[config.mk]
export PLATFORM = sky130hd
export DESIGN_NAME = result_tx_buffer
export DESIGN_NICKNAME = d
export VERILOG_FILES = /design/src/rtl/result_tx_buffer_pkg.sv /design/src/rtl/result_tx_buffer_sync_fifo.sv /design/src/rtl/result_tx_buffer.sv
export SDC_FILE = /design/constraint.sdc
export NUM_CORES = 1
export LEC_CHECK = 0
export CAP_MARGIN = 20
export CELL_PAD_IN_SITES_DETAIL_PLACEMENT = 1
export CELL_PAD_IN_SITES_GLOBAL_PLACEMENT = 1
export CORE_ASPECT_RATIO = 0.6
export CORE_MARGIN = 2
export CORE_UTILIZATION = 46
export CTS_CLUSTER_SIZE = 30
export DETAILED_ROUTE_END_ITERATION = 10
export PLACE_DENSITY = 0.89
export SYNTH_ARGS = -nofsm -noshare
export SYNTH_HDL_FRONTEND = slang
export SYNTH_HIERARCHICAL = 1
export SYNTH_SLANG_ARGS = --single-unit
[constraint.sdc]
create_clock -name i_clock -period 3.8 [get_ports i_clock]
set_input_delay 0.76 -clock i_clock [delete_from_list [all_inputs] [get_ports i_clock]]
set_output_delay 0.76 -clock i_clock [all_outputs]
set_load 0.05 [all_outputs]
[src/rtl/result_tx_buffer_pkg.sv]
// Shared definitions for the result transmit buffer.
//   DEFAULT_NB_DATA : default width of one result byte
//   DEFAULT_TIMEOUT : default per-frame watchdog limit, in clock cycles
//   tx_state_e      : frame sequencer states
package result_tx_buffer_pkg;

   localparam int DEFAULT_NB_DATA = 8;
   localparam int DEFAULT_TIMEOUT = 20000;

   typedef enum logic [1:0] {
      IDLE      = 2'd0,
      START     = 2'd1,
      WAIT_DONE = 2'd2
   } tx_state_e;

endpackage

[src/rtl/result_tx_buffer_sync_fifo.sv]
// Synchronous FIFO holding results waiting for the UART.
// Ports:
//   i_clock, i_reset : rising-edge clock, synchronous active-high reset
//   i_push, i_push_data : write strobe and data
//   i_pop            : remove the head entry
//   o_head           : head entry (0 while empty)
//   o_count          : occupancy 0..DEPTH
//   o_full, o_empty  : occupancy flags
//   o_overflow       : sticky, a push was dropped because the FIFO was full
module sync_fifo #(
   parameter int NB_DATA = 8,
   parameter int DEPTH   = 4,
   parameter int NB_ADDR = $clog2(DEPTH)
) (
   input  logic               i_clock,
   input  logic               i_reset,
   input  logic               i_push,
   input  logic [NB_DATA-1:0] i_push_data,
   input  logic               i_pop,
   output logic [NB_DATA-1:0] o_head,
   output logic [NB_ADDR:0]   o_count,
   output logic               o_full,
   output logic               o_empty,
   output logic               o_overflow
);

   logic [NB_DATA-1:0] mem [DEPTH];
   logic [NB_ADDR-1:0] wr_ptr;
   logic [NB_ADDR-1:0] rd_ptr;
   logic [NB_ADDR:0]   count;
   logic               overflow;
   logic               push_ok;
   logic               pop_ok;

   assign o_full  = (count == (NB_ADDR+1)'(DEPTH));
   assign o_empty = (count == '0);

   // A pop in the same cycle frees the slot, so a push into a full FIFO
   // is still accepted then.
   assign pop_ok  = i_pop && !o_empty;
   assign push_ok = i_push && (!o_full || pop_ok);

   // Storage is deliberately left out of reset.
   always_ff @(posedge i_clock) begin
      if (push_ok) begin
         mem[wr_ptr] <= i_push_data;
      end
   end

   always_ff @(posedge i_clock) begin
      if (i_reset) begin
         wr_ptr   <= '0;
         rd_ptr   <= '0;
         count    <= '0;
         overflow <= 1'b0;
      end else begin
         if (push_ok) wr_ptr <= wr_ptr + NB_ADDR'(1);
         if (pop_ok)  rd_ptr <= rd_ptr + NB_ADDR'(1);
         if (push_ok && !pop_ok) begin
            count <= count + (NB_ADDR+1)'(1);
         end else if (!push_ok && pop_ok) begin
            count <= count - (NB_ADDR+1)'(1);
         end
         if (i_push && !push_ok) overflow <= 1'b1;
      end
   end

   assign o_head     = o_empty ? '0 : mem[rd_ptr];
   assign o_count    = count;
   assign o_overflow = overflow;

endmodule

[src/rtl/result_tx_buffer.sv]
// Buffers ALU results and feeds them one frame at a time to the UART TX.
// Ports:
//   i_clock, i_reset   : rising-edge clock, synchronous active-high reset
//   i_result_data/valid: result byte and its one-cycle push strobe
//   i_tx_done          : end-of-frame pulse from the UART TX
//   o_tx_data          : byte presented to the UART TX (FIFO head)
//   o_tx_start         : one-cycle frame-start strobe
//   o_count            : FIFO occupancy
//   o_full, o_empty    : occupancy flags
//   o_overflow         : sticky, a result was dropped
//   o_timeout          : sticky, a frame was abandoned by the watchdog
module result_tx_buffer
   import result_tx_buffer_pkg::*;
#(
   parameter int NB_DATA    = DEFAULT_NB_DATA,
   parameter int DEPTH      = 4,
   parameter int NB_ADDR    = $clog2(DEPTH),
   parameter int TIMEOUT    = DEFAULT_TIMEOUT,
   parameter int NB_TIMEOUT = $clog2(TIMEOUT+1)
) (
   input  logic               i_clock,
   input  logic               i_reset,
   input  logic [NB_DATA-1:0] i_result_data,
   input  logic               i_result_valid,
   input  logic               i_tx_done,
   output logic [NB_DATA-1:0] o_tx_data,
   output logic               o_tx_start,
   output logic [NB_ADDR:0]   o_count,
   output logic               o_full,
   output logic               o_empty,
   output logic               o_overflow,
   output logic               o_timeout
);

   tx_state_e             state;
   tx_state_e             state_next;
   logic [NB_TIMEOUT-1:0] wd;
   logic [NB_TIMEOUT-1:0] wd_next;
   logic                  pop;
   logic                  timeout_hit;
   logic                  timeout_flag;

   sync_fifo #(
      .NB_DATA (NB_DATA),
      .DEPTH   (DEPTH),
      .NB_ADDR (NB_ADDR)
   ) u_fifo (
      .i_clock     (i_clock),
      .i_reset     (i_reset),
      .i_push      (i_result_valid),
      .i_push_data (i_result_data),
      .i_pop       (pop),
      .o_head      (o_tx_data),
      .o_count     (o_count),
      .o_full      (o_full),
      .o_empty     (o_empty),
      .o_overflow  (o_overflow)
   );

   always_ff @(posedge i_clock) begin
      if (i_reset) begin
         state        <= IDLE;
         wd           <= '0;
         timeout_flag <= 1'b0;
      end else begin
         state <= state_next;
         wd    <= wd_next;
         if (timeout_hit) timeout_flag <= 1'b1;
      end
   end

   // The START cycle counts as the first cycle of the frame, so the watchdog
   // (counting WAIT_DONE cycles from 0) fires at TIMEOUT-2: the abandon then
   // lands exactly TIMEOUT cycles after o_tx_start.
   always_comb begin
      state_next  = state;
      wd_next     = wd;
      pop         = 1'b0;
      timeout_hit = 1'b0;
      o_tx_start  = 1'b0;
      case (state)
         IDLE: begin
            if (!o_empty) state_next = START;
         end
         START: begin
            o_tx_start = 1'b1;
            wd_next    = '0;
            state_next = WAIT_DONE;
         end
         WAIT_DONE: begin
            if (i_tx_done) begin
               pop        = 1'b1;
               state_next = IDLE;
            end else if (wd == NB_TIMEOUT'(TIMEOUT-2)) begin
               pop         = 1'b1;
               timeout_hit = 1'b1;
               state_next  = IDLE;
            end else begin
               wd_next = wd + NB_TIMEOUT'(1);
            end
         end
         default: state_next = IDLE;
      endcase
   end

   assign o_timeout = timeout_flag;

endmodule
==> key figures, run 1 <==
Global route
  • All-layer global routing usage: between 20% and 30%
  • First-pass GRT wire length: roughly 12000 µm
  • Number of global-route vias before repair: 2126
  • Largest net degree at the start of global routing: 19
  • Initial antenna violation count: 0
  • Grt ovf: 0

Placement
  • Port Buffers: 27
  • Pre-CTS setup slack: between 0.2 and 0.25 ns
  • Placed Area: between 0.003 and 0.004 mm²
  • GPL Wtd Cong: a little over 0.8
  • Hpwl dp: roughly 5000 µm

Clock tree
  • CTS clk-pin slew, worst paths: 0.07 ns
  • CTS tree: built
  • Max clock buf depth: 2
  • Postcts setup bufs: 0
  • Root buffer cell: clkbuf_8
  • CTS hold repair buffers: 0
  • Sink Count: 60
  • Htree depth: 3
  • Clk_lat worst skew: 0.34 ns
  • TritonCTS Buffers: 9

Logic synthesis
  • Top FF cell, synth: edfxtp_1
  • Cells after synthesis: 218
  • Seq cells post-synth: 60
  • FFs w/ async S/R, synth: 0%
  • Net Count, Synth: 238
  • Mapped Avg Cell Area: ~13 µm²
  • Synth area leaders: edfxtp_1 (34%), dfxtp_1 (20%), mux4_1 (7.5%)
  • Synth top area share: 34.21%
  • Most frequent cell after synthesis: edfxtp_1
  • Synth warnings: 6
  • Post-synth EDFFs: 32
  • Post-synth top cells: edfxtp_1 (32), dfxtp_1 (28), a21oi_1 (16)
  • Register area share after synthesis: 54.16%
  • Synth Cell Area: 0.002809 mm²
  • Cell accounting for the most synthesized area: edfxtp_1
  • Netlist cell types: 55

Critical path
  • Worst Path Required: 4.06 ns
  • Worst setup path startpoint: wd[9]$_SDFFE_PP0P_
  • R2R cell count: 12
  • Reg-to-reg endpoint: u_fifo/o_count[2]$_SDFFE_PP0P_
  • Flop-to-flop setup slack: roughly 0.24 ns
  • Critical path's slowest cell: or4b_4
  • Crit-path cells: or4b_4, nor4_4, nor2_1, nor2_2, inv_1, a21boi_4, ha_1, inv_1, fa_1, xor2_1, or3_2, a21oi_1
  • Buffers plus inverters on the worst setup path: 2
  • CP max stage delay: 0.56 ns
  • RR Startpoint: wd[9]$_SDFFE_PP0P_
  • Most frequent CP cell: inv_1
  • CP endpoint kind: flip-flop
  • Worst-path fanout max: 7
  • Worst setup SP type: flip-flop
  • Kind of critical path: reg -> reg
  • Worst Setup EP: u_fifo/o_count[2]$_SDFFE_PP0P_
  • WP depth: 12
  • CP Data Arrival Time: 3.82 ns
  • CP delay by family, top: simple AND/OR/NAND/NOR gates

STA
  • Clock skew: 0.01121 ns
  • Tightest Pin Transition: 1.025 ns
  • Tmin final: 3.561 ns
  • Final setup TNS: 0 ns
  • Final Setup Violations: 0
  • Slew margin rel.: 31.46%
  • Fmax: 0.2809 GHz
  • RSZ-0062 raised after global routing: false
  • Fin. Hold Viols: 0
  • Fin crit share: between 90% and 100%
  • Setup ws final: approximately 0.24 ns
  • Max Slew Vio Count: 0

Min path
  • HP Class: reg -> reg
  • Min-Delay Startpoint: state[1]$_SDFFE_PP0P_

Finish
  • Util after Layout: 58.10%
  • Area growth from synthesis to layout: 18.49%
  • Post-route cell area: between 0.003 and 0.004 mm²
  • Nets: 269
  • Fillers: just over 600
  • Layout cells sized above 1: between 10 and 15%
  • N_diodes: 0

Detailed routing
  • Vias: 2011
  • DRC: 0
  • Routed wire length: between 7000 and 8000 µm
  • Drt wl/cell: approximately 22 µm
  • Antenna viol nets, final: 0
  • Vias per cell: 6.021
  • Number of DRC markers in iteration 0: between 100 and 150
  • DR pass1 iterations: 4

Status
  • Run status: finished clean

Die
  • I/O pin total: 28
  • Starting Density: 49.04%
  • # rows: 21
  • Die Height: ~65 µm
  • Die Span X: 104.9 µm
  • Die area: roughly 0.0068 mm²
  • Core area: 0.005728 mm²

Power and ir drop
  • Power density over the cells: 659.5 mW/mm²
  • Power, Total: 2.195 mW
  • Max VDD drop: about 0.38 mV
  • Static leakage: 1.217 nW

Job
  • MaxCap Viol Count: 0
[cells by family (layout without fill, tap and decap cells)]
group | after synthesis | in the layout | synth area share [%]
and+or+nand+nor | 75 | 75 | 17.11
DFF | 60 | 60 | 54.16
AOI/OAI and AO/OA | 44 | 44 | 12.29
buffers and inverters | 17 | 53 | 2.940
muxes | 11 | 11 | 8.730
adders and majority gates | 8 | 8 | 3.831
xor gates and xnor gates | 3 | 3 | 0.9356
[stage by stage]
stage / hold WS [ns] / instances
2_1_floorplan: 0.4301 / 218
3_3_place_gp: 0.4580 / 318
3_5_place_dp: 0.4876 / 318
4_1_cts: 0.4961 / 334
5_1_grt: 0.5409 / 334
6_report: 0.5090 / 334
[routing by layer]
layer	part of all wire, %	GRT usage [%]	vias to the layer above
met5	0	0	-
met4	2.5	8.667	0
met3	7.1	7.545	15
met2	47	37.66	91
met1	44	31.42	998
li1	-	-	907
[power by group]
group	switching [mW]	leakage [nW]	internal [mW]
logic	0.577	0.610	0.301
registers	0.0721	0.520	0.759
clock network	0.253	0.0868	0.233
[worst min path at each step]
stage,slack (ns),cells past startpoint,end
CTS,0.50,1,state[0]$_SDFFE_PP0P_
global placement,0.46,1,state[0]$_SDFFE_PP0P_
floorplan,0.43,1,state[0]$_SDFFE_PP0P_
global route,0.54,1,state[0]$_SDFFE_PP0P_
detailed placement,0.49,1,state[0]$_SDFFE_PP0P_
finish,0.51,1,state[0]$_SDFFE_PP0P_
[sequential cells by signal, summed over array words and instances, names as in the netlist, named ones only]
name	cells
o_timeout	1
u_fifo/wr_ptr	2
u_fifo/rd_ptr	2
u_fifo/o_overflow	1
state	2
u_fifo/mem	32
u_fifo/o_count	3
wd	15
[final cells by class]
cell class	instances	area, µm²	area share [%]
inverter	7	26.28	0.7895
tap	80	100.1	3.008
clock buffer	11	131.4	3.947
multi-input combinational	141	1227	36.88
timing repair buffer	30	292.8	8.797
clock inverter	5	28.78	0.8647
sequential	60	1521	45.71
[cells in the final DEF (no fill, tap or decap), drive strengths merged, types with 3 or more instances in the layout]
cell / count
buf: 3
clkbuf: 11
a31oi: 5
ha: 7
nor2: 15
xor2: 3
a21oi: 16
clkdlybuf4s50: 27
nand4: 3
dfxtp: 28
a21boi: 3
edfxtp: 32
and3: 3
or3: 3
and4: 3
and2: 4
mux4: 8
or4: 3
nor2b: 8
nand3: 11
nand2b: 5
o22a: 6
inv: 7
clkinv: 5
nand2: 7
[repair_timing]
| item | 4_1_cts | 5_1_grt |
|---|---|---|
| setup endpoints to repair | 1 | 1 |
| gates resized for setup | 1 | 2 |
| pin swaps | 0 | 0 |
(Power assumes the default switching activity.)
==> inputs of run 2 (changes only) <==
- CORE_MARGIN: 2 -> 10
- CORE_UTILIZATION: 46 -> 45
- HOLD_SLACK_MARGIN: unset -> 0.05
- PLACE_DENSITY: 0.89 -> 0.88
- SYNTH_HIERARCHICAL: 1 -> unset
==> key figures, run 2 <==
Critical path
  • CP endpoint kind: flip-flop
  • Worst setup SP type: flip-flop
  • Worst-path fanout max: 7 (unchanged)
  • CP Data Arrival Time: 3.53 ns (-0.29 ns)
  • Worst Path Required: 4.07 ns (about the same)
  • Kind of critical path: reg -> reg

Logic synthesis
  • Top FF cell, synth: edfxtp_1
  • Netlist cell types: 45 (-18%)
  • Most frequent cell after synthesis: edfxtp_1
  • Synth top area share: 36.21% (+2.0 points)
  • Net Count, Synth: 234 (-1.7%)
  • Post-synth top cells: edfxtp_1 (32), dfxtp_1 (28), nor2_1 (13)
  • Post-synth EDFFs: 32 (unchanged)
  • Cells after synthesis: 214 (-1.8%)
  • Synth Cell Area: 0.002654 mm² (-5.5%)
  • Register area share after synthesis: 57.33% (+3.2 points)
  • Synth warnings: 0 (-6)
  • FFs w/ async S/R, synth: 0% (unchanged)
  • Cell accounting for the most synthesized area: edfxtp_1
  • Mapped Avg Cell Area: 12.40 µm² (-3.8%)
  • Seq cells post-synth: 60 (unchanged)
  • Synth area leaders: edfxtp_1 (36%), dfxtp_1 (21%), mux4_2 (6.8%)

Power and ir drop
  • Switch share: 39.48% (-1.6 points)
  • Max VDD drop: 0.2719 mV (-29%)
  • Psw: 0.8934 mW (-0.92%)
  • Flop pwr share: 37.0% (-0.9 points)
  • Clock network power share: 25.5% (+3.4 points)
  • Static leakage: 1.088 nW (-11%)
  • Comb pwr share: 37.5% (-2.5 points)
  • Power density over the cells: 702.1 mW/mm² (+6.5%)
  • Internal power: 1.370 mW (+5.9%)

Global route
  • Grt ovf: 0 (unchanged)
  • Number of global-route vias before repair: 2094 (-1.5%)
  • First-pass GRT wire length: 11340 µm (-5.0%)
  • All-layer global routing usage: 15.36% (-8.6 points)
  • Initial antenna violation count: 0 (unchanged)
  • Largest net degree at the start of global routing: 23 (+4)

Detailed routing
  • Vias per cell: 5.652 (-6.1%)
  • Wl on met1: 2910 µm (-9.9%)
  • Vias: 1882 (-6.4%)
  • Drt wl/cell: 20.68 µm (-6.7%)
  • Routed wire length: 6885 µm (-7.0%)
  • Antenna viol nets, final: 0 (unchanged)
  • Met3 Routed Length: 365 µm (-30%)
  • DRC: 0 (unchanged)
  • Top layer in use: met4
  • Number of DRC markers in iteration 0: 139 (+3.0%)
  • DR pass1 iterations: 4 (unchanged)
  • Metal2 WL: 3432 µm (-0.92%)

Finish
  • Most common cell after layout, fill and taps aside: edfxtp_1
  • Util after Layout: 57.05% (-1.0 points)
  • Max FFs per register: 32 (unchanged)
  • N_diodes: 0 (unchanged)
  • Layout cells sized above 1: 15.81% (+0.85 points)
  • Nets: 268 (-0.37%)
  • Area growth from synthesis to layout: 21.45%
  • Most frequent cells in the layout: edfxtp_1 (32), dfxtp_1 (28), clkdlybuf4s50_1 (27)
  • Post-route cell area: 0.003223 mm² (-3.2%)
  • Most flops, register: u_fifo.mem

Clock tree
  • TritonCTS Buffers: 9 (unchanged)
  • CTS hold repair buffers: 0 (unchanged)
  • Htree depth: 3 (unchanged)
  • Max clock buf depth: 2 (unchanged)
  • CTS tree: built
  • CTS clk-pin slew, worst paths: 0.07 ns (about the same)
  • Post-CTS Resized: 0 (-1)
  • Sink Count: 60 (unchanged)
  • Postcts setup bufs: 0 (unchanged)
  • Clk_lat worst skew: 0.34 ns (about the same)
  • Root buffer cell: clkbuf_8

Placement
  • Placed Area: 0.003023 mm² (-4.1%)
  • Port Buffers: 27 (unchanged)
  • GPL Wtd Cong: 0.8031 (-3.4%)
  • Hpwl dp: 4635 µm (-8.5%)

Die
  • Starting Density: 46.98% (-2.1 points)
  • Die Span X: 119.1 µm (+14%)
  • Die area: 0.009470 mm² (+40%)
  • Die Height: 79.49 µm (+23%)
  • # rows: 21 (unchanged)
  • Core area: 0.005649 mm² (-1.4%)
  • I/O pin total: 28 (unchanged)

STA
  • Tmin final: 3.263 ns (-0.2981 ns)
  • Max Slew Vio Count: 0 (unchanged)
  • Fin crit share: 85.86% (-7.8 points)
  • Slew margin rel.: 53.25% (+22 points)
  • Final setup TNS: 0 ns (unchanged)
  • Tightest Pin Transition: 0.6997 ns (-0.3249 ns)
  • Clock skew: 0.01320 ns (+0.001986 ns)
  • Fmax: 0.3065 GHz (+9.1%)
  • Final Setup Violations: 0 (unchanged)
  • Fin. Hold Viols: 0 (unchanged)
  • RSZ-0062 raised after global routing: false

Min path
  • HP Class: reg -> reg

Status
  • Run status: finished clean

Job
  • MaxCap Viol Count: 0 (unchanged)
-- run 2: power groups by stage --
| stage | Combinational (mW) | Clock [mW] | Sequential (mW) |
|---|---|---|---|
| floorplan | 0.513 | 0 | 0.883 |
| global placement | 0.826 | 0 | 0.842 |
| detailed placement | 0.844 | 0 | 0.851 |
| CTS | 0.856 | 0.583 | 0.838 |
| global route | 0.906 | 0.608 | 0.849 |
| finish | 0.849 | 0.576 | 0.838 |
-- run 2: path summary, 6_finish.rpt --
path | endpoint | from | slack [ns] | cells after the start
setup reg to reg | u_fifo.o_count[2]$_SDFFE_PP0P_ | wd[6]$_SDFFE_PP0P_ | 0.54 | 9
setup / recovery | u_fifo.o_count[2]$_SDFFE_PP0P_ | wd[6]$_SDFFE_PP0P_ | 0.54 | 9
hold / removal | state[0]$_SDFFE_PP0P_ | state[1]$_SDFFE_PP0P_ | 0.50 | 1
hold reg to reg | state[0]$_SDFFE_PP0P_ | state[1]$_SDFFE_PP0P_ | 0.50 | 1
-- run 2: cells by family (layout without fill, tap and decap cells) --
| family | after synthesis | in the layout | share of synthesized area [%] |
|---|---|---|---|
| XOR/XNOR | 5 | 5 | 1.650 |
| AO/OA/AOI/OAI | 31 | 31 | 7.874 |
| adder cells (fa/ha/maj) | 8 | 8 | 4.055 |
| AND/OR/NAND/NOR | 79 | 79 | 17.40 |
| flip-flops | 60 | 60 | 57.33 |
| buffers and inverters | 17 | 56 | 2.451 |
| multiplexers | 14 | 14 | 9.241 |
-- run 2: worst max-delay path, stage by stage (launching register included) --
cell and delay (ns):
dfxtp_1 0.37, or4b_4 0.59, o41a_1 0.52, a21oi_2 0.37, ha_1 0.27, inv_1 0.06, fa_1 0.39, xor2_1 0.18
or3_1 0.31, a21oi_1 0.14
-- run 2: final cells by class --
cell class / instances / area (µm²)
Clock inverter: 7 / 76.32
Multi-Input combinational cell: 137 / 1067
Timing Repair Buffer: 31 / 300.3
Fill cell: 582 / 2426
Tap cell: 80 / 100.1
Sequential cell: 60 / 1521
Clock buffer: 9 / 123.9
Inverter: 9 / 33.78
-- run 2: through the flow --
stage | power [mW] | worst slack [ns] | hold slack [ns] | cells
6_report | 2.263 | 0.5375 | 0.4992 | 333
5_1_grt | 2.362 | 0.4215 | 0.5003 | 333
4_1_cts | 2.278 | 0.5457 | 0.4817 | 333
3_5_place_dp | 1.695 | 0.6649 | 0.4620 | 317
3_3_place_gp | 1.669 | 0.7205 | 0.4521 | 317
2_1_floorplan | 1.396 | 0.2610 | 0.4301 | 214
-- run 2: layer usage --
metal / track usage (%) / vias to the layer above
met3: 4.308 / 14
li1: - / 872
met5: 0 / -
met2: 25.91 / 46
met4: 8.010 / 0
met1: 17.69 / 950
==> inputs of run 3 (changes only) <==
- CORE_UTILIZATION: 45 -> 46
- PLACE_DENSITY: 0.88 -> 0.89
- SYNTH_HIERARCHICAL: unset -> 1
==> key figures, run 3 (synthesis results as in run 1) <==
Finish
  • Most frequent cells in the layout: edfxtp_1 (32), dfxtp_1 (28), clkdlybuf4s50_1 (27)
  • Area growth from synthesis to layout: 19.64%
  • Nets: 269 (+0.37%)
  • Most common cell after layout, fill and taps aside: edfxtp_1
  • Post-route cell area: 0.003361 mm² (+4.3%)
  • Most flops, register: u_fifo/mem
  • Fillers: 595 (+2.2%)
  • Max FFs per register: 32 (unchanged)
  • Layout cells sized above 1: 14.57% (-1.2 points)
  • N_diodes: 0 (unchanged)

Detailed routing
  • DRC: 0 (unchanged)
  • Vias: 2058 (+9.4%)
  • Vias per cell: 6.162 (+9.0%)
  • Routed wire length: 7416 µm (+7.7%)
  • Drt wl/cell: 22.20 µm (+7.4%)
  • DR pass1 iterations: 4 (unchanged)
  • Antenna viol nets, final: 0 (unchanged)
  • Number of DRC markers in iteration 0: 159 (+14%)

Placement
  • GPL Wtd Cong: 0.8306 (+3.4%)
  • Placed Area: 0.003151 mm² (+4.2%)
  • Hpwl dp: 5157 µm (+11%)
  • Port Buffers: 27 (unchanged)

Critical path
  • Critical path's slowest cell: or4b_4
  • CP max stage delay: 0.55 ns (-0.04 ns)
  • Kind of critical path: reg -> reg
  • Worst-path fanout max: 7 (unchanged)
  • Worst Path Required: 4.05 ns (-0.02 ns)
  • CP Data Arrival Time: 3.79 ns (+0.26 ns)
  • Worst setup SP type: flip-flop
  • Crit-path cells: or4b_4, nor4_2, nor2_1, nor2_1, inv_1, a21boi_4, ha_1, inv_1, fa_1, xor2_1, or3_2, a21oi_1
  • CP endpoint kind: flip-flop

STA
  • Fin. Hold Viols: 0 (unchanged)
  • Fin crit share: 92.99% (+7.1 points)
  • Slew margin rel.: 30.52% (-23 points)
  • Fmax: 0.2830 GHz (-7.7%)
  • Max Slew Vio Count: 0 (unchanged)
  • Clock skew: 0.01574 ns (+0.002541 ns)
  • Tightest Pin Transition: 1.039 ns (+0.3390 ns)
  • Final Setup Violations: 0 (unchanged)
  • Tmin final: 3.534 ns (+0.2712 ns)
  • Final setup TNS: 0 ns (unchanged)
  • RSZ-0062 raised after global routing: false

Min path
  • HP Class: reg -> reg

Die
  • Core area: 0.005754 mm² (+1.9%)
  • Starting Density: 48.81% (+1.8 points)
  • # rows: 21 (unchanged)
  • Die Span X: 120.9 µm (+1.5%)
  • Die Height: 80.53 µm (+1.3%)
  • Die area: 0.009734 mm² (+2.8%)
  • I/O pin total: 28 (unchanged)

Global route
  • All-layer global routing usage: 15.71% (+0.34 points)
  • First-pass GRT wire length: 11830 µm (+4.3%)
  • Number of global-route vias before repair: 2131 (+1.8%)
  • Grt ovf: 0 (unchanged)
  • Initial antenna violation count: 0 (unchanged)
  • Largest net degree at the start of global routing: 19 (-17%)

Power and ir drop
  • Static leakage: 1.215 nW (+12%)
  • Max VDD drop: 0.3634 mV (+34%)
  • Power density over the cells: 684.9 mW/mm² (-2.4%)

Job
  • MaxCap Viol Count: 0 (unchanged)

Clock tree
  • CTS tree: built
  • CTS clk-pin slew, worst paths: 0.08 ns (about the same)
  • Root buffer cell: clkbuf_8
  • TritonCTS Buffers: 9 (unchanged)
  • CTS hold repair buffers: 0 (unchanged)
  • Sink Count: 60 (unchanged)
  • Max clock buf depth: 2 (unchanged)
  • Htree depth: 3 (unchanged)
  • Clk_lat worst skew: 0.34 ns (about the same)

Status
  • Run status: finished clean
## run 3: timing repair
action,4_1_cts,5_1_grt
endpoints found under the setup margin,0,1
buffers inserted,0,0
resized for setup,0,1
## run 3: where the power goes
| group | internal, mW | switching [mW] | leakage [nW] |
|---|---|---|---|
| registers | 0.759 | 0.0699 | 0.520 |
| clock network | 0.341 | 0.250 | 0.101 |
| logic | 0.301 | 0.582 | 0.594 |
| total | 1.40 | 0.902 | 1.22 |
## run 3: worst max-delay path: cells and delay by family, from the launching register on
kind                       cells  cell delay, ns
and+or+nand+nor                5            1.63
adders and majority gates      2            0.60
DFF                            1            0.44
AOI/OAI and AO/OA              2            0.41
buffers and inverters          2            0.22
xor gates and xnor gates       1            0.16
## run 3: area by class of cell
type                       count  area (µm²)  area share [%]
clock buffer                  12       156.4           4.654
timing repair buffer          30       292.8           8.712
tap                           80       100.1           2.978
sequential                    60        1521           45.27
inverter                       7       26.28          0.7818
clock inverter                 4       47.55           1.415
multi-input combinational    141        1216           36.19
## run 3: final timing paths
kind                                              from                              to  slack [ns]  cells after the start
worst min-delay path            o_timeout$_SDFFE_PP0P_          o_timeout$_SDFFE_PP0P_        0.49                      2
worst max register to register      wd[9]$_SDFFE_PP0P_  u_fifo/o_count[2]$_SDFFE_PP0P_        0.27                     12
worst min register to register  o_timeout$_SDFFE_PP0P_          o_timeout$_SDFFE_PP0P_        0.49                      2
worst max-delay path                wd[9]$_SDFFE_PP0P_  u_fifo/o_count[2]$_SDFFE_PP0P_        0.27                     12
## run 3: metrics by stage
step / hold slack [ns] / power [mW] / std cells / setup WS (ns) / utilization, %
floorplan: 0.4301 / 1.419 / 218 / 0.7386 / -
global placement: 0.4645 / 1.687 / 318 / 0.4396 / 54.75
detailed placement: 0.4839 / 1.726 / 318 / 0.2433 / 54.75
CTS: 0.5045 / 2.320 / 334 / 0.2086 / 58.30
global route: 0.5365 / 2.411 / 334 / 0.05643 / 58.40
finish: 0.4916 / 2.302 / 334 / 0.2663 / 58.40
## run 3: metal layers
metal	GRT usage (%)	vias up	wire length (µm)	part of all wire [%]
li1	-	905	-	-
met5	0	-	0	0
met1	19.57	1035	3118	42
met2	24.68	99	3454	47
met3	5.656	19	699	9.4
met4	5.516	0	143	1.9
